**src/rtl/fp_shift_pkg.sv**
```systemverilog
// Shared mode encodings and per-stage control payload for the pipelined barrel shifter.
package fp_shift_pkg;

  localparam logic [1:0] MODE_LSL = 2'b00;
  localparam logic [1:0] MODE_LSR = 2'b01;
  localparam logic [1:0] MODE_ASR = 2'b10;

  // Width-independent part of the stage payload; data/amt/tag ride alongside as parameterized vectors.
  typedef struct packed {
    logic       valid;
    logic [1:0] mode;
    logic       ovf;
    logic       sticky;
  } stage_ctrl_t;

endpackage

```
**src/rtl/pipelined_barrel_shifter_stage.sv**
```systemverilog
// One registered 2:1 mux level shifting by 2^K when amt[K] is set.
// Sticky accumulation is built only when SHIFTER_STICKY_EN is defined.
module shift_stage
  import fp_shift_pkg::*;
#(
  parameter int WIDTH = 24,
  parameter int TAG_W = 8,
  parameter int K     = 0,
  parameter int SHW   = 6
) (
  input  logic             clk,
  input  logic             rst,
  input  logic             en,
  input  stage_ctrl_t      in_ctrl,
  input  logic [WIDTH-1:0] in_data,
  input  logic [SHW-1:0]   in_amt,
  input  logic [TAG_W-1:0] in_tag,
  output stage_ctrl_t      out_ctrl,
  output logic [WIDTH-1:0] out_data,
  output logic [SHW-1:0]   out_amt,
  output logic [TAG_W-1:0] out_tag
);

  localparam int S = 1 << K;

  logic [WIDTH-1:0] shifted;
  logic [WIDTH-1:0] nxt_data;
  logic             nxt_sticky;
  stage_ctrl_t      nxt_ctrl;

  // Reserved mode 11 falls into the logical-right default.
  always_comb begin
    shifted = in_data >> S;
    case (in_ctrl.mode)
      MODE_LSL: shifted = in_data << S;
      MODE_ASR: shifted = $signed(in_data) >>> S;
      default:  ;
    endcase
    nxt_data = in_amt[K] ? shifted : in_data;
  end

`ifdef SHIFTER_STICKY_EN
  logic [S-1:0] spill;
  assign spill      = (in_ctrl.mode == MODE_LSL) ? in_data[WIDTH-1 -: S] : in_data[S-1:0];
  assign nxt_sticky = in_ctrl.sticky | (in_amt[K] & (|spill));
`else
  assign nxt_sticky = in_ctrl.sticky;
`endif

  always_comb begin
    nxt_ctrl        = in_ctrl;
    nxt_ctrl.sticky = nxt_sticky;
  end

  always_ff @(posedge clk or posedge rst) begin
    if (rst) begin
      out_ctrl <= '0;
      out_data <= '0;
      out_amt  <= '0;
      out_tag  <= '0;
    end else if (en) begin
      out_ctrl <= nxt_ctrl;
      out_data <= nxt_data;
      out_amt  <= in_amt;
      out_tag  <= in_tag;
    end
  end

endmodule

```
**src/rtl/pipelined_barrel_shifter.sv**
```systemverilog
// Log-depth pipelined barrel shifter (LSL/LSR/ASR) with global-stall backpressure.
// Optional sticky output enabled by defining SHIFTER_STICKY_EN.
module pipelined_barrel_shifter
  import fp_shift_pkg::*;
#(
  parameter  int WIDTH  = 24,
  parameter  int TAG_W  = 8,
  localparam int LEVELS = $clog2(WIDTH),
  localparam int SHW    = LEVELS + 1
) (
  input  logic             clk,
  input  logic             rst,
  input  logic             in_valid,
  output logic             in_ready,
  input  logic [WIDTH-1:0] in_data,
  input  logic [SHW-1:0]   in_amt,
  input  logic [1:0]       in_mode,
  input  logic [TAG_W-1:0] in_tag,
  output logic             out_valid,
  input  logic             out_ready,
  output logic [WIDTH-1:0] out_data,
  output logic [TAG_W-1:0] out_tag,
  output logic             out_sticky
);

  stage_ctrl_t [LEVELS:0]            st_ctrl;
  logic        [LEVELS:0][WIDTH-1:0] st_data;
  logic        [LEVELS:0][SHW-1:0]   st_amt;
  logic        [LEVELS:0][TAG_W-1:0] st_tag;

  logic en;
  logic ovf;
  logic sticky0;

  assign en       = !st_ctrl[LEVELS].valid | out_ready;
  assign in_ready = en;
  assign ovf      = in_amt >= SHW'(WIDTH);

`ifdef SHIFTER_STICKY_EN
  // Overflow discards every operand bit, so seed sticky with the whole operand.
  assign sticky0 = ovf & (|in_data);
`else
  assign sticky0 = 1'b0;
`endif

  assign st_ctrl[0] = '{valid: in_valid, mode: in_mode, ovf: ovf, sticky: sticky0};
  assign st_data[0] = in_data;
  assign st_amt[0]  = in_amt;
  assign st_tag[0]  = in_tag;

  for (genvar k = 0; k < LEVELS; k++) begin : g_stage
    shift_stage #(.WIDTH(WIDTH), .TAG_W(TAG_W), .K(k), .SHW(SHW)) u_stage (
      .clk      (clk),
      .rst      (rst),
      .en       (en),
      .in_ctrl  (st_ctrl[k]),
      .in_data  (st_data[k]),
      .in_amt   (st_amt[k]),
      .in_tag   (st_tag[k]),
      .out_ctrl (st_ctrl[k+1]),
      .out_data (st_data[k+1]),
      .out_amt  (st_amt[k+1]),
      .out_tag  (st_tag[k+1])
    );
  end

  logic unused_amt;
  assign unused_amt = ^st_amt[LEVELS];

  // ASR keeps the original sign in the MSB through every level, so it is the overflow fill.
  always_comb begin
    out_data = st_data[LEVELS];
    if (st_ctrl[LEVELS].ovf)
      out_data = (st_ctrl[LEVELS].mode == MODE_ASR) ? {WIDTH{st_data[LEVELS][WIDTH-1]}} : '0;
  end

  assign out_valid = st_ctrl[LEVELS].valid;
  assign out_tag   = st_tag[LEVELS];

`ifdef SHIFTER_STICKY_EN
  assign out_sticky = st_ctrl[LEVELS].sticky;
`else
  logic unused_sticky;
  assign unused_sticky = st_ctrl[LEVELS].sticky;
  assign out_sticky    = 1'b0;
`endif

endmodule
```
**config.mk**
```make
export PLATFORM = sky130hd
export DESIGN_NAME = pipelined_barrel_shifter
export DESIGN_NICKNAME = d
export VERILOG_FILES = /design/src/rtl/fp_shift_pkg.sv /design/src/rtl/pipelined_barrel_shifter_stage.sv /design/src/rtl/pipelined_barrel_shifter.sv
export SDC_FILE = /design/constraint.sdc
export NUM_CORES = 1
export LEC_CHECK = 0
export CAP_MARGIN = 30
export CORE_UTILIZATION = 59
export CTS_CLUSTER_SIZE = 40
export DETAILED_ROUTE_END_ITERATION = 12
export GPL_TIMING_DRIVEN = 0
export PLACE_DENSITY = 0.92
export SYNTH_ARGS = -nofsm -noshare
export SYNTH_HDL_FRONTEND = slang
export SYNTH_HIERARCHICAL = 1
export SYNTH_SLANG_ARGS = --single-unit
```
**constraint.sdc**
```tcl
create_clock -name clk -period 1.9 [get_ports clk]
set_input_delay 0.38 -clock clk [delete_from_list [all_inputs] [get_ports clk]]
set_output_delay 0.38 -clock clk [all_outputs]
set_load 0.02 [all_outputs]
```
---- Yosys cells after proc, flatten, opt, wreduce, memory -nomap -nowiden ----
Cells that the tools add are included.
operators by class
  bitwise gates (word level) .............. 1
  $lt $le $gt $ge ......................... 1
  multiplexer cells ....................... 12
  equality and inequality tests ........... 6
  reduce and logical (&&, ||, !) cells .... 6
operators with widths
  cell                number
  $pmux 24 s2         5
  $mux 24             7
  $eq 2x2->1 const B  6
  $logic_not 2->1     5
  $ge 6x5->1 const B  1
  $logic_not 1->1     1
  $or 1x1->1          1
word-level totals
  logic and storage cells ................. 55
  register bits ........................... 200

---- Depth between registers and ports, before layout ----
Gate-level depths: netlist of run 1.
  depth after elaboration ................. 3
  gate-level depth with buffers ........... 6
  mapped depth without buffers ............ 4

---- Modules after synthesis ----
Netlist of run 1, hierarchy kept.
by module, submodules not included
  module                             sequential area each (µm²)  times used  area an instance (µm²)  cells an instance
  shift_stage at g_stage[0].u_stage  1076.0                      1           2043.2                  176
  shift_stage at g_stage[2].u_stage  1076.0                      1           2039.5                  178
  shift_stage at g_stage[1].u_stage  1076.0                      1           2030.7                  180
  shift_stage at g_stage[3].u_stage  1076.0                      1           1964.4                  179
  shift_stage at g_stage[4].u_stage  1076.0                      1           1816.7                  147
  pipelined_barrel_shifter           0.0                         1           279.0                   57

---- Least setup slack after synthesis of run 1 ----
OpenSTA, ideal clock, no wires.
  kind .................................... reg-to-reg
  start point ............................. register g_stage[4].u_stage/out_ctrl[4] (netlist bit)
  end point ............................... register g_stage[3].u_stage/out_ctrl[2] (netlist bit)
  setup slack ............................. 0.097 ns
  period minus slack after synthesis ...... 1.803 ns
  arrival ................................. 1.678 ns
  data required time ...................... 1.775 ns
  cell stages (with the launch flop) ...... 5
  cell sequence ........................... dfrtp_1 nand2b_1 buf_2 buf_2 mux2_2
on the way
  longest elaborated chain between the ends .. 2
RTL lines
  element                 RTL line                              source
  from (decl)             pipelined_barrel_shifter_stage.sv:18  output stage_ctrl_t out_ctrl,
  from (signal assigned)  pipelined_barrel_shifter_stage.sv:62  out_ctrl <= nxt_ctrl;
  $logic_not 1->1         pipelined_barrel_shifter.sv:35        assign en = !st_ctrl[LEVELS].valid | out_ready;
  $or 1x1->1              pipelined_barrel_shifter.sv:35
  named net in_ready      pipelined_barrel_shifter.sv:14        output logic in_ready,
  to (signal assigned)    pipelined_barrel_shifter_stage.sv:62
  to (decl)               pipelined_barrel_shifter_stage.sv:18
The timed path passes the listed nets, and every way through them passes these cells.
A chain may end at the register's enable or synchronous reset.

---- Final worst setup path of run 1 ----
  start point ............................. register g_stage[4].u_stage/out_ctrl[2] (netlist bit)
  end point ............................... output out_data[0]
on the way
  longest elaborated chain between the ends .. 3
RTL lines
  element     RTL line                        source
  $eq 2x2->1  pipelined_barrel_shifter.sv:74  out_data = (st_ctrl[LEVELS].mode == MODE_ASR) ? {WIDTH{st_data[LEVELS][WIDTH-1]}} : '0;
  $mux 24     pipelined_barrel_shifter.sv:74
  $mux 24     pipelined_barrel_shifter.sv:73  if (st_ctrl[LEVELS].ovf)
  to (decl)   pipelined_barrel_shifter.sv:21  output logic [WIDTH-1:0] out_data,
No other way between the ends.

==> impl_results.md, run 1 <==
* Most frequent cells in the layout: dfrtp_1, a21oi_1, nor2b_1
* Slew Limit Fails at 0
* Syn. warnings at 6
* Via count at 7192
* Layout cells sized above 1 at 0.199
* Pin count of the biggest net entering global routing at 41
* Die W at 127 um
* Net count after synthesis at 906
* Critical path class: reg2out
* ANT nets after route at 0
* Hold_ws at 455 ps
* # diodes at 0
* Outcome: complete, no violations
* Lkg Pwr at 0.00471 uW
* Layout area overhead at 18.1%
* Fmax at 541 MHz
* Core footprint at 15300 sq um
* Worst skew pair latency at 440 ps
* Crit Path Max Fanout at 5
* Chip Height at 127 um
* Cell count after synthesis at 862
* Power density over the cells at 1710 nW/um^2
* Final setup violation count at 0
* Design Power at 18700 uW
* CTS clock-pin slew for the worst setup and hold paths at 70 ps
* Post-DP HPWL at 15800 um
* Remaining Overflow, GRT at 0
* Top Ports at 79
* RSZ-0062 raised after global routing: yes
* CP arrival at 1470 ps
* Fin crit share at 0.973
* Flop2flop setup slack at 190 ps
* H-tree Lvls at 4
* CTS tree: yes
* Worst-Margin Slew at 825 ps
* MaxCap Viol Count at 0
* Worst path max stage delay at 400 ps
* Finished Cell Area at 11000 sq um
* Row cnt at 45
* DP Area at 10400 sq um
* CP max stage cell: dfrtp_1
* Most common cell after layout, fill and taps aside: dfrtp_1
* Final cell count without fillers at 1191
* Post-Syn Area at 9280 sq um
* Die area at 16200 sq um
* Clock skew at 12.8 ps
* Post-Place Cells at 1153
* Fin nets at 1011
* DRT Wirelength at 23200 um
* Sink Count at 190
* Required @ worst endpoint at 1520 ps
* Vias in the first global route at 7123
* Critical Path Start Type: register
* First-pass GRT wire length at 37400 um
* Worst relative slew slack at 0.449
* Post-Syn Area per Cell at 10.8 sq um
* DRT Pass-1 Iters at 5
* GPL Wtd Cong at 0.938
* Initial antenna violation count at 0
* VDD IR max at 876 uV
* Wire per inst at 19.5 um
* CP Cell Sequence: nand4b_4, o21ai_0, clkdlybuf4s15_1
* Worst hold path class: in2async
* DRC viols at 0
* TNS Setup at 0 ps
* Port Buffers at 77
* Initial core utilization at 0.608
* CTS Buf Count at 17
* Vias/cell at 6.04
* Clock Tree Buf Depth at 2
* DRT iter0 DRCs at 666
* Hold buffers post-CTS at 0
* Crit path time final at 1850 ps
* Count of final hold-check violations at 0
* Crit. End Element: output pin
* Total track usage at 0.302
* CTS root buffer: clkbuf_16
## power by group
group	internal, uW	switching [uW]
clock	1900	1610
sequential	5820	1780
combinational	3520	4040
total	11300	7440
## worst paths after layout
path                                                start                               to  cells after the start
max                        g_stage[4].u_stage/out_ctrl[2]                      out_data[0]                      3
min                                                   rst    g_stage[4].u_stage/out_tag[0]                      2
max reg2reg                g_stage[4].u_stage/out_ctrl[4]  g_stage[0].u_stage/out_data[15]                      6
min reg2reg                 g_stage[1].u_stage/out_tag[4]    g_stage[1].u_stage/out_tag[4]                      1
max in group asynchronous                             rst   g_stage[1].u_stage/out_data[8]                      2
min in group clk            g_stage[1].u_stage/out_tag[4]    g_stage[1].u_stage/out_tag[4]                      1
## timing repair
action,in CTS,in global routing
pin swaps,0,1
gates cloned,0,0
setup buffers,2,4
setup endpoints to repair,190,24
gates resized for setup,119,25
## metrics by stage
stage / util / setup slack, ps
final: 0.718 / 50.9
after global routing: 0.718 / -7.57
after CTS: 0.715 / 3.01
after detailed placement: 0.681 / -773
after global placement: 0.676 / -768
after floorplan: - / 97.1
## layer usage
metal / vias to the layer above / routed length (um) / GRT usage
met3: 89 / 1410 / 0.0590
met5: - / 0 / 0
met2: 373 / 11600 / 0.504
li1: 3238 / - / -
met4: 0 / 1010 / 0.157
met1: 3492 / 9210 / 0.373
## area by class of cell
type,instances,area (sq um)
sequential,190,4760
fill,1042,4300
multi-input combinational,576,4000
inverter,36,135
timing repair buffer,86,805
clock inverter,13,128
tap,211,264
buffer,60,418
clock buffer,19,453
## worst max-delay path: cells and delay by family (launching register included)
kind | cells | cell delay, ps
AO/OA/AOI/OAI | 1 | 100
buffers and inverters | 1 | 310
flip-flops | 1 | 400
AND/OR/NAND/NOR | 1 | 220
## registers in the layout (all words and copies together), names as in the netlist
name	cells
g_stage.u_stage/out_tag	40
g_stage.u_stage/out_data	120
g_stage.u_stage/out_ctrl	20
g_stage.u_stage/out_amt	10
Note: power is estimated with default switching activity, not from simulation.
==> run 2: changes to the inputs <==
- CORE_UTILIZATION: 59 -> 58
- PLACE_DENSITY: 0.92 -> 0.9
==> impl_results.md, run 2 (synthesis gave the netlist of run 1 again) <==
* MaxCap Viol Count at 0 (unchanged)
* Remaining Overflow, GRT at 0 (unchanged)
* CP Cell Sequence: nand4b_4, buf_6, o21ai_1, buf_4 (was nand4b_4, o21ai_0, clkdlybuf4s15_1)
* Via count at 7049 (was 7192)
* DRT Pass-1 Iters at 5 (unchanged)
* DRC viols at 0 (unchanged)
* Post-DP HPWL at 15500 um (was 15800 um)
* R2r worst-path depth at 5 (was 6)
* Worst relative slew slack at 0.435 (was 0.449)
* Largest regs: g_stage.u_stage/out_data x120, g_stage.u_stage/out_tag x40, g_stage.u_stage/out_ctrl x20 (unchanged)
* Final cell count without fillers at 1189 (was 1191)
* Count of final hold-check violations at 0 (unchanged)
* ANT nets after route at 0 (unchanged)
* Multi-input combinational cell area at 4010 sq um (was 4000 sq um)
* Clock Tree Buf Depth at 2 (unchanged)
* Final setup violation count at 0 (unchanged)
* Met2 track demand over resource at 0.465 (was 0.504)
* Required @ worst endpoint at 1520 ps (about the same)
* DRT iter0 DRCs at 516 (was 666)
* Lkg Pwr at 0.00467 uW (was 0.00471 uW)
* H-tree Lvls at 4 (unchanged)
* Crit Path Max Fanout at 10 (was 5)
* Sink Count at 190 (unchanged)
* Power density over the cells at 1690 nW/um^2 (was 1710 nW/um^2)
* Sequential cell area at 4760 sq um (unchanged)
* Most common cell after layout, fill and taps aside: dfrtp_1 (unchanged)
* GRT busiest layer: met2 (unchanged)
* Post-Place Worst Slack at -744 ps (was -773 ps)
* Initial core utilization at 0.601 (was 0.608)
* TNS Setup at 0 ps (unchanged)
* Crit-path leading delay family: flip-flops (unchanged)
* First-pass GRT wire length at 35900 um (was 37400 um)
* Slew Limit Fails at 0 (unchanged)
* Reg2reg start: g_stage[4].u_stage/out_ctrl[4] (unchanged)
* Worst-Margin Slew at 846 ps (was 825 ps)
* Wire per inst at 18.5 um (was 19.5 um)
* Core footprint at 15400 sq um (was 15300 sq um)
* Fin crit share at 0.984 (was 0.973)
* Vias in the first global route at 7075 (was 7123)
* GR Util met3 at 0.0453 (was 0.0590)
* Buffers plus inverters on the worst setup path at 2 (was 1)
* Layout cells sized above 1 at 0.198 (was 0.199)
* Hold_ws at 465 ps (was 455 ps)
* Top Ports at 79 (unchanged)
* CTS Buf Count at 17 (unchanged)
* Critical Path Start Type: register (unchanged)
* CTS tree: yes (unchanged)
* Die W at 128 um (was 127 um)
* Outcome: complete, no violations (unchanged)
* CP max stage cell: dfrtp_2 (was dfrtp_1)
* Met1 usage at 0.371 (was 0.373)
* Flop2flop setup slack at 180 ps (was 190 ps)
* Crit path time final at 1870 ps (was 1850 ps)
* Worst path max stage delay at 480 ps (was 400 ps)
* Top reg by flops: g_stage.u_stage/out_data (unchanged)
* Post-Place Cells at 1152 (was 1153)
* Worst hold path class: in2async (unchanged)
* Initial antenna violation count at 0 (unchanged)
* Fillers at 1105 (was 1042)
* Crit. End Element: output pin (unchanged)
* Fmax at 535 MHz (was 541 MHz)
* Layout area overhead at 17.8% (was 18.1%)
* CTS root buffer: clkbuf_16 (unchanged)
* Port Buffers at 77 (unchanged)
* Max FFs per register at 120 (unchanged)
* VDD IR max at 828 uV (was 876 uV)
* Row cnt at 45 (unchanged)
* Worst skew pair latency at 440 ps (about the same)
* # diodes at 0 (unchanged)
* Critical path class: reg2out (unchanged)
* Most frequent cells in the layout: dfrtp_1, a21oi_1, nor2b_1 (unchanged)
* CP arrival at 1490 ps (was 1470 ps)
* Pin count of the biggest net entering global routing at 41 (unchanged)
* Vias/cell at 5.93 (was 6.04)
* Clock skew at 14.0 ps (was 12.8 ps)
* GPL Wtd Cong at 0.896 (was 0.938)
* CTS clock-pin slew for the worst setup and hold paths at 70 ps (about the same)
* Post-route setup slack at 29.6 ps (was 50.9 ps)
* Total track usage at 0.282 (was 0.302)
* R2R Path End: g_stage[0].u_stage/out_tag[2] (was g_stage[0].u_stage/out_data[15])
* Fin nets at 1009 (was 1011)
* RSZ-0062 raised after global routing: yes (unchanged)
* Chip Height at 128 um (was 127 um)
* DRT Wirelength at 22000 um (was 23200 um)
* Die area at 16500 sq um (was 16200 sq um)
run 2: changes by cell type in the layout (fill, tap and decap cells not counted), sizes merged:
| cell | delta |
|---|---|
| clkinvlp | +1 |
| buf | -2 |
| clkbuf | +2 |
| dlygate4sd2 | +1 |
| clkinv | -1 |
| dlymetal6s2s | -1 |
| clkdlybuf4s15 | -1 |
| inv | -1 |
run 2: worst max-delay path by stage:
stage / cells after the start / slack (ps) / startpoint / endpoint
after floorplan: 4 / 100 / g_stage[4].u_stage/out_ctrl[4] / g_stage[3].u_stage/out_ctrl[2]
after global placement: 3 / -740 / out_ready / in_ready
after detailed placement: 7 / -740 / out_ready / g_stage[2].u_stage/out_data[2]
after CTS: 4 / -10 / g_stage[4].u_stage/out_ctrl[1] / out_data[7]
after global routing: 4 / -40 / g_stage[4].u_stage/out_ctrl[1] / out_data[3]
final: 4 / 30 / g_stage[4].u_stage/out_ctrl[1] / out_data[7]
run 2: cell type report:
cell class	instances	area share
Multi-Input combinational cell	576	0.366
Timing Repair Buffer	84	0.0712
Inverter	36	0.0124
Clock inverter	12	0.0119
Tap cell	211	0.0241
Clock buffer	20	0.0409
Sequential cell	190	0.435
Buffer	60	0.0382
run 2: power breakdown:
group	internal (uW)	switching, uW	total, uW
Clock	1880	1570	3450
Combinational	3540	3910	7450
Sequential	5820	1760	7590
run 2: what timing repair did:
item,4_1_cts,5_1_grt
buffers inserted,1,4
setup endpoints to repair,180,23
pin swaps,0,0
hold buffers,0,0
hold endpoints to repair,0,0
cloned,0,0
gates resized for setup,123,36
run 2: metrics by stage:
step                      cell area (sq um)  utilization  total power, uW
after global routing                  10900        0.709            19500
after floorplan                        9280            -            12300
after global placement                10300        0.669            14500
after CTS                             10900        0.704            18200
final                                 10900        0.709            18500
after detailed placement              10400        0.672            14900
run 2: per-layer routing:
metal	vias up	wire length [um]	part of all wire
li1	3244	-	-
met2	286	10700	0.49
met4	0	668	0.030
met1	3463	9510	0.43
met3	56	1150	0.052
met5	-	0	0
==> run 3: changes to the inputs <==
- CORE_UTILIZATION: 58 -> 30
- PLACE_DENSITY: 0.9 -> 0.58
==> impl_results.md, run 3 (synthesis gave the netlist of run 1 again) <==
* Total track usage at 0.146 (was 0.282)
* Wire per inst at 16.1 um (was 18.5 um)
* Multi-input combinational cell area at 4010 sq um (unchanged)
* Required @ worst endpoint at 1520 ps (about the same)
* VDD IR max at 618 uV (was 828 uV)
* Flop2flop setup slack at 170 ps (was 180 ps)
* Crit. End Element: output pin (unchanged)
* First-pass GRT wire length at 36500 um (was 35900 um)
* CTS Buf Count at 17 (unchanged)
* Die W at 178 um (was 128 um)
* R2r worst-path depth at 4 (was 5)
* Post-route setup slack at 21.9 ps (was 29.6 ps)
* Top Ports at 79 (unchanged)
* Crit Path Max Fanout at 6 (was 10)
* MaxCap Viol Count at 0 (unchanged)
* DRT Wirelength at 22100 um (was 22000 um)
* Power density over the cells at 1650 nW/um^2 (was 1690 nW/um^2)
* CTS tree: yes (unchanged)
* Worst skew pair latency at 430 ps (was 440 ps)
* ANT nets after route at 0 (unchanged)
* Fin crit share at 0.988 (was 0.984)
* H-tree Lvls at 4 (unchanged)
* Reg2reg start: g_stage[4].u_stage/out_ctrl[4] (unchanged)
* Lkg Pwr at 0.00467 uW (about the same)
* Sequential cell area at 4760 sq um (unchanged)
* Core footprint at 30500 sq um (was 15400 sq um)
* Vias in the first global route at 6616 (was 7075)
* Initial core utilization at 0.304 (was 0.601)
* Worst relative slew slack at 0.419 (was 0.435)
* Slew Limit Fails at 0 (unchanged)
* Fin nets at 1006 (was 1009)
* Final setup violation count at 0 (unchanged)
* Layout area overhead at 20.1% (was 17.8%)
* Remaining Overflow, GRT at 0 (unchanged)
* Max FFs per register at 120 (unchanged)
* Vias/cell at 4.81 (was 5.93)
* Port Buffers at 77 (unchanged)
* RSZ-0062 raised after global routing: yes (unchanged)
* Initial antenna violation count at 0 (unchanged)
* Sink Count at 190 (unchanged)
* CP arrival at 1500 ps (was 1490 ps)
* Fmax at 532 MHz (was 535 MHz)
* Hold buffers post-CTS at 0 (unchanged)
* Largest regs: g_stage.u_stage/out_data x120, g_stage.u_stage/out_tag x40, g_stage.u_stage/out_ctrl x20 (unchanged)
* Most frequent cells in the layout: dfrtp_1, a21oi_1, nor2b_1 (unchanged)
* # diodes at 0 (unchanged)
* Most common cell after layout, fill and taps aside: dfrtp_1 (unchanged)
* DRC viols at 0 (unchanged)
* Worst-Margin Slew at 870 ps (was 846 ps)
* Pin count of the biggest net entering global routing at 41 (unchanged)
* CTS clock-pin slew for the worst setup and hold paths at 70 ps (about the same)
* Via count at 6596 (was 7049)
* Post-DP HPWL at 16400 um (was 15500 um)
* Die area at 31600 sq um (was 16500 sq um)
* Chip Height at 178 um (was 128 um)
* GPL Wtd Cong at 0.801 (was 0.896)
* TNS Setup at 0 ps (unchanged)
* DRT Pass-1 Iters at 4 (was 5)
* Crit path time final at 1880 ps (was 1870 ps)
* Clock Tree Buf Depth at 2 (unchanged)
* Count of final hold-check violations at 0 (unchanged)
* Design Power at 18300 uW (was 18500 uW)
* Row cnt at 64 (was 45)
* Layout cells sized above 1 at 0.201 (was 0.198)
* Post-Place Worst Slack at -885 ps (was -744 ps)
* Critical path class: reg2out (unchanged)
* Critical Path Start Type: register (unchanged)
* Clock skew at 12.5 ps (was 14.0 ps)
* DRT iter0 DRCs at 431 (was 516)
* Worst hold path class: reg2reg (was in2async)
* Top reg by flops: g_stage.u_stage/out_data (unchanged)
* Critical Path Sink: out_data[5] (was out_data[7])
* Fillers at 3085 (was 1105)
* Outcome: complete, no violations (unchanged)
* Crit. Startpoint: g_stage[4].u_stage/out_ctrl[2] (was g_stage[4].u_stage/out_ctrl[1])
* R2R Path End: g_stage[3].u_stage/out_ctrl[4] (was g_stage[0].u_stage/out_tag[2])
* CTS root buffer: clkbuf_16 (unchanged)
[run 3: cell count changes in the layout (fill, tap and decap cells not counted), sizes merged]
cell / before / now
clkinvlp: 2 / 1
dlygate4sd2: 2 / 1
inv: 38 / 40
clkdlybuf4s15: 0 / 1
buf: 80 / 77
clkinv: 7 / 9
clkbuf: 31 / 28
[run 3: metrics by stage]
step	hold WS, ps	cells	utilization	cell area [sq um]
5_1_grt	504	1371	0.365	11100
2_1_floorplan	452	862	-	9280
3_3_place_gp	469	1335	0.346	10500
6_report	486	1371	0.365	11100
3_5_place_dp	477	1336	0.347	10600
4_1_cts	490	1369	0.364	11100
[run 3: layout make-up]
cell class | instances | area share
Buffer | 60 | 0.0376
Clock buffer | 17 | 0.0382
Clock inverter | 15 | 0.0159
Inverter | 36 | 0.0121
Multi-Input combinational cell | 576 | 0.360
Sequential cell | 190 | 0.427
Tap cell | 396 | 0.0445
Timing Repair Buffer | 81 | 0.0651
[run 3: critical path: stages, from the launching register on]
cell,delay (ps)
dfrtp_1,400
nand4b_4,230
buf_2,190
o21ai_0,70
buf_2,180
[run 3: what timing repair did]
item,4_1_cts,5_1_grt
setup endpoints to repair,212,26
resized for setup,125,31
hold endpoints to repair,0,0
gates cloned,0,1
setup buffers,1,1
pin swaps,0,1
[run 3: where the power goes]
group	internal (uW)	total (uW)	switching (uW)
Sequential	5820	7510	1690
Combinational	3490	7230	3730
Clock	1880	3600	1710
[run 3: worst min-delay path by stage]
stage / from / to / slack [ps] / cells past startpoint
floorplan: g_stage[1].u_stage/out_tag[0] / g_stage[1].u_stage/out_tag[0] / 450 / 1
global placement: g_stage[1].u_stage/out_tag[0] / g_stage[1].u_stage/out_tag[0] / 470 / 1
detailed placement: g_stage[0].u_stage/out_ctrl[4] / g_stage[1].u_stage/out_ctrl[4] / 480 / 1
CTS: g_stage[0].u_stage/out_tag[2] / g_stage[1].u_stage/out_tag[2] / 490 / 1
global route: g_stage[1].u_stage/out_tag[3] / g_stage[1].u_stage/out_tag[3] / 500 / 1
finish: g_stage[1].u_stage/out_amt[2] / g_stage[1].u_stage/out_amt[2] / 490 / 1
[run 3: metal layers]
layer	global-route usage	wire length, um
met3	0.0246	667
met4	0.0363	263
met2	0.233	10500
met5	0	0
met1	0.206	10700
==> RTL edit 1: new RTL, settings of run 3 <==
Make the reset (`rst`) synchronous in one clocked block.
--- a/src/rtl/pipelined_barrel_shifter_stage.sv
+++ b/src/rtl/pipelined_barrel_shifter_stage.sv
@@ -54,3 +54,3 @@
 
-  always_ff @(posedge clk or posedge rst) begin
+  always_ff @(posedge clk) begin
     if (rst) begin
Formal check against the unedited RTL: differs if rst is asserted again (counterexample within 10 cycles, from zero or initial values and one cycle with rst high); with rst held inactive, the same outputs for 10 cycles.
==> RTL edit 1 against run 3 <==
Utilization hardly changed; first-iteration DRC count up 0.93%; synthesized cell count is 26% higher; critical path type is now in2out; design area rose by 4.1%; die area increased by 5.3%; synthesized area rose by 5.3%; critical path depth is 1 lower; largest cell class is now multi-input gates; wire length increased by 15%; highest routed layer unchanged; register-to-register slack improved by 50 ps; setup slack improved by 58 ps; via count rose by 20%; sequential cell count unchanged.
Power is not compared: it rests on default switching activity, and its combinational part moved more than twofold at a synthesized area within 25%.
==> RTL edit 1: results (changes against run 3) <==
outcome:
  run_status: "finished clean"
grt:
  grt_pass1_wl_um: 41000  # +12%
  maximum_number_of_pins_on_one_net_before_global_route_repair: 17  # -59%
  grt_usage_pct: 15.3  # +0.64 points
  first_global_vias: 7680  # +16%
placement:
  gp_routability_congestion: 0.899  # +12%
  dp.final_hpwl_um: 19600  # +20%
  port_buffers: 76  # -1.3%
finish:
  n_antenna_cell: 0  # unchanged
  design.final.nets: 1223  # +22%
  layout-drive-gt1-share_pct: 15.2  # -4.9 points
route:
  wl_met2_um: 11800  # +13%
  route.detailed.vias_per_inst: 4.86  # +1.0%
  routedLengthMet1_um: 12200  # +14%
  met3RoutedLength_um: 938  # +41%
  route.detailed.wl_per_inst_um: 15.6  # -3.3%
  first_iter_violations: 435  # +0.93%
  first_pass_iters: 5  # +1
critical_path:
  worst_path_max_delay_cell: "sky130_fd_sc_hd__clkdlybuf4s50_1"
  timing.critical_path.max_delay_family: "buffers and inverters"
  cp_max_fo: 9  # +3
  arrival_ps: 1440  # -60 ps
  cp_slowest_stage_delay_ps: 450  # +50 ps
worst_hold_path:
  hold_path.class: "in2reg"
synth:
  post_synthesis_net_count: 1128  # +25%
floorplanning:
  core_footprint_mm2: 0.0318  # +4.2%
sta:
  worstMarginPinSlew_ps: 753  # -117 ps
clock_network:
  post_cts_resize_count: 105  # -16%
[RTL edit 1: layout make-up]
type                    count  area (µm²)
multi-input cells         730        5110
repair buffers             76         659
flip-flops and latches    190        3810
clock inverters            11         130
well taps                 435         544
clock buffers              21         460
inverters                  53         199
plain buffers             111         683
fillers                  3242       20200
[RTL edit 1: final timing paths]
path	from	end	slack (ps)	cells after the start
hold / removal	rst	g_stage[2].u_stage/out_data[21]	220	2
hold reg to reg	g_stage[4].u_stage/out_data[3]	g_stage[4].u_stage/out_data[3]	490	2
setup reg to reg	g_stage[4].u_stage/out_ctrl[4]	g_stage[2].u_stage/out_data[11]	220	6
setup / recovery	out_ready	in_ready	80	3
[RTL edit 1: power breakdown]
part	switching, mW	leakage, nW	internal [mW]
clock network	1.59	0.282	2.03
logic	0.513	2.88	0.469
registers	0.191	1.56	4.18
[RTL edit 1: routing by layer]
layer	GRT usage (%)	up-vias
met5	0	-
met4	4.64	0
met3	2.73	35
met2	25.7	196
met1	19.8	3653
li1	-	4025
[RTL edit 1: per-stage QoR]
stage                     std cells  hold WS [ps]  instance area [µm²]  TNS, ps  worst slack (ps)
final                          1627           222                11600        0              79.5
after global routing           1627           206                11600        0              4.51
after CTS                      1627           206                11700        0              3.92
after detailed placement       1595           479                11100  -100170              -712
after global placement         1595           458                11100  -103440              -730
after floorplan                1084           445                 9770        0               167
==> RTL edit 2: new RTL, config.mk and constraints of run 3 <==
Made on the original files. Add a define of `SHIFTER_STICKY_EN`.
--- a/src/rtl/pipelined_barrel_shifter_stage.sv
+++ b/src/rtl/pipelined_barrel_shifter_stage.sv
@@ -2,2 +2,4 @@
 // Sticky accumulation is built only when SHIFTER_STICKY_EN is defined.
+`define SHIFTER_STICKY_EN
+
 module shift_stage
Check against the original RTL: not equivalent (a bounded check fails within 10 cycles, from zero or initial values and one cycle with rst high).
==> RTL edit 2 against run 3 <==
Count of clock-buffer cells in the layout stayed put; sequential share of layout area is 0.93 points lower; register-to-register slack worse by 40 ps; non-clock buffer count is 4 higher; setup slack worse by 31 ps; synthesized area is 4.7% higher; the run now ends with setup timing left; total power is 6.5% higher; design area is 4.9% higher; critical path depth is 1 higher; sequential power is 3.5% higher; wire length is 11% higher; sequential cell count is 5 higher; global-route usage is 0.64 points higher.
==> RTL edit 2: results (changes against run 3) <==
sta:
  final_critical_path_setup_slack_ps: -9.15  # -31.0 ps
  setup_viol: 7  # +7
  fin_skew_ps: 14.1  # +1.59 ps
placement:
  port_buffers: 78  # +1.3%
  dp.final_hpwl_um: 18200  # +11%
  numPlacedInstances: 1385  # +3.7%
route:
  first_iter_violations: 466  # +8.1%
  routedLengthMet1_um: 11700  # +9.2%
  route.detailed.vias_per_inst: 5.05  # +5.0%
  route.detailed.wl_per_inst_um: 17.3  # +6.9%
  first_pass_iters: 5  # +1
  vias: 7175  # +8.8%
critical_path:
  worstSetupEndpoint: "out_data[14]"
  arrival_ps: 1530  # +30 ps
  critical_path.reg2reg.endpoint: "g_stage[4].u_stage/out_data[14]"
  cp_slowest_stage_delay_ps: 380  # -20 ps
pwr:
  total_leakage_power_nw: 4.89  # +4.7%
  max-vdd-ir-drop_uv: 831  # +35%
grt:
  grt_pass1_wl_um: 40200  # +10%
  maximum_number_of_pins_on_one_net_before_global_route_repair: 42  # +2.4%
  globalRouteMet1Util_pct: 21.2  # +0.63 points
outcome:
  failed_checks: "setup timing"
  run_status: "complete, but fails checks"
worst_hold_path:
  timing.hold.worst_endpoint: "g_stage[3].u_stage/out_tag[4]"
finish:
  layout-drive-gt1-share_pct: 22.9  # +2.8 points
-- RTL edit 2: layout make-up --
| cell class | count | area [µm²] |
|---|---|---|
| Inverter | 46 | 173 |
| Timing Repair Buffer | 83 | 806 |
| Fill cell | 3184 | 20000 |
| Sequential cell | 195 | 4880 |
| Buffer | 62 | 438 |
| Tap cell | 402 | 503 |
| Clock buffer | 17 | 425 |
| Clock inverter | 15 | 158 |
| Multi-Input combinational cell | 601 | 4300 |
-- RTL edit 2: repair_timing --
| item | in CTS | in global routing |
|---|---|---|
| gates resized for setup | 135 | 56 |
| pin swaps | 1 | 2 |
| setup buffers | 4 | 0 |
| hold endpoints to repair | 0 | 0 |
| gates cloned | 0 | 0 |
| setup endpoints to repair | 67 | 45 |
-- RTL edit 2: power by group through the flow --
stage	clock network (mW)	registers [mW]	logic, mW
2_1_floorplan	0	7.16	5.80
3_3_place_gp	0	7.78	7.88
4_1_cts	3.63	7.76	7.97
6_report	3.53	7.77	8.22
3_5_place_dp	0	7.84	8.00
5_1_grt	3.81	8.04	8.98
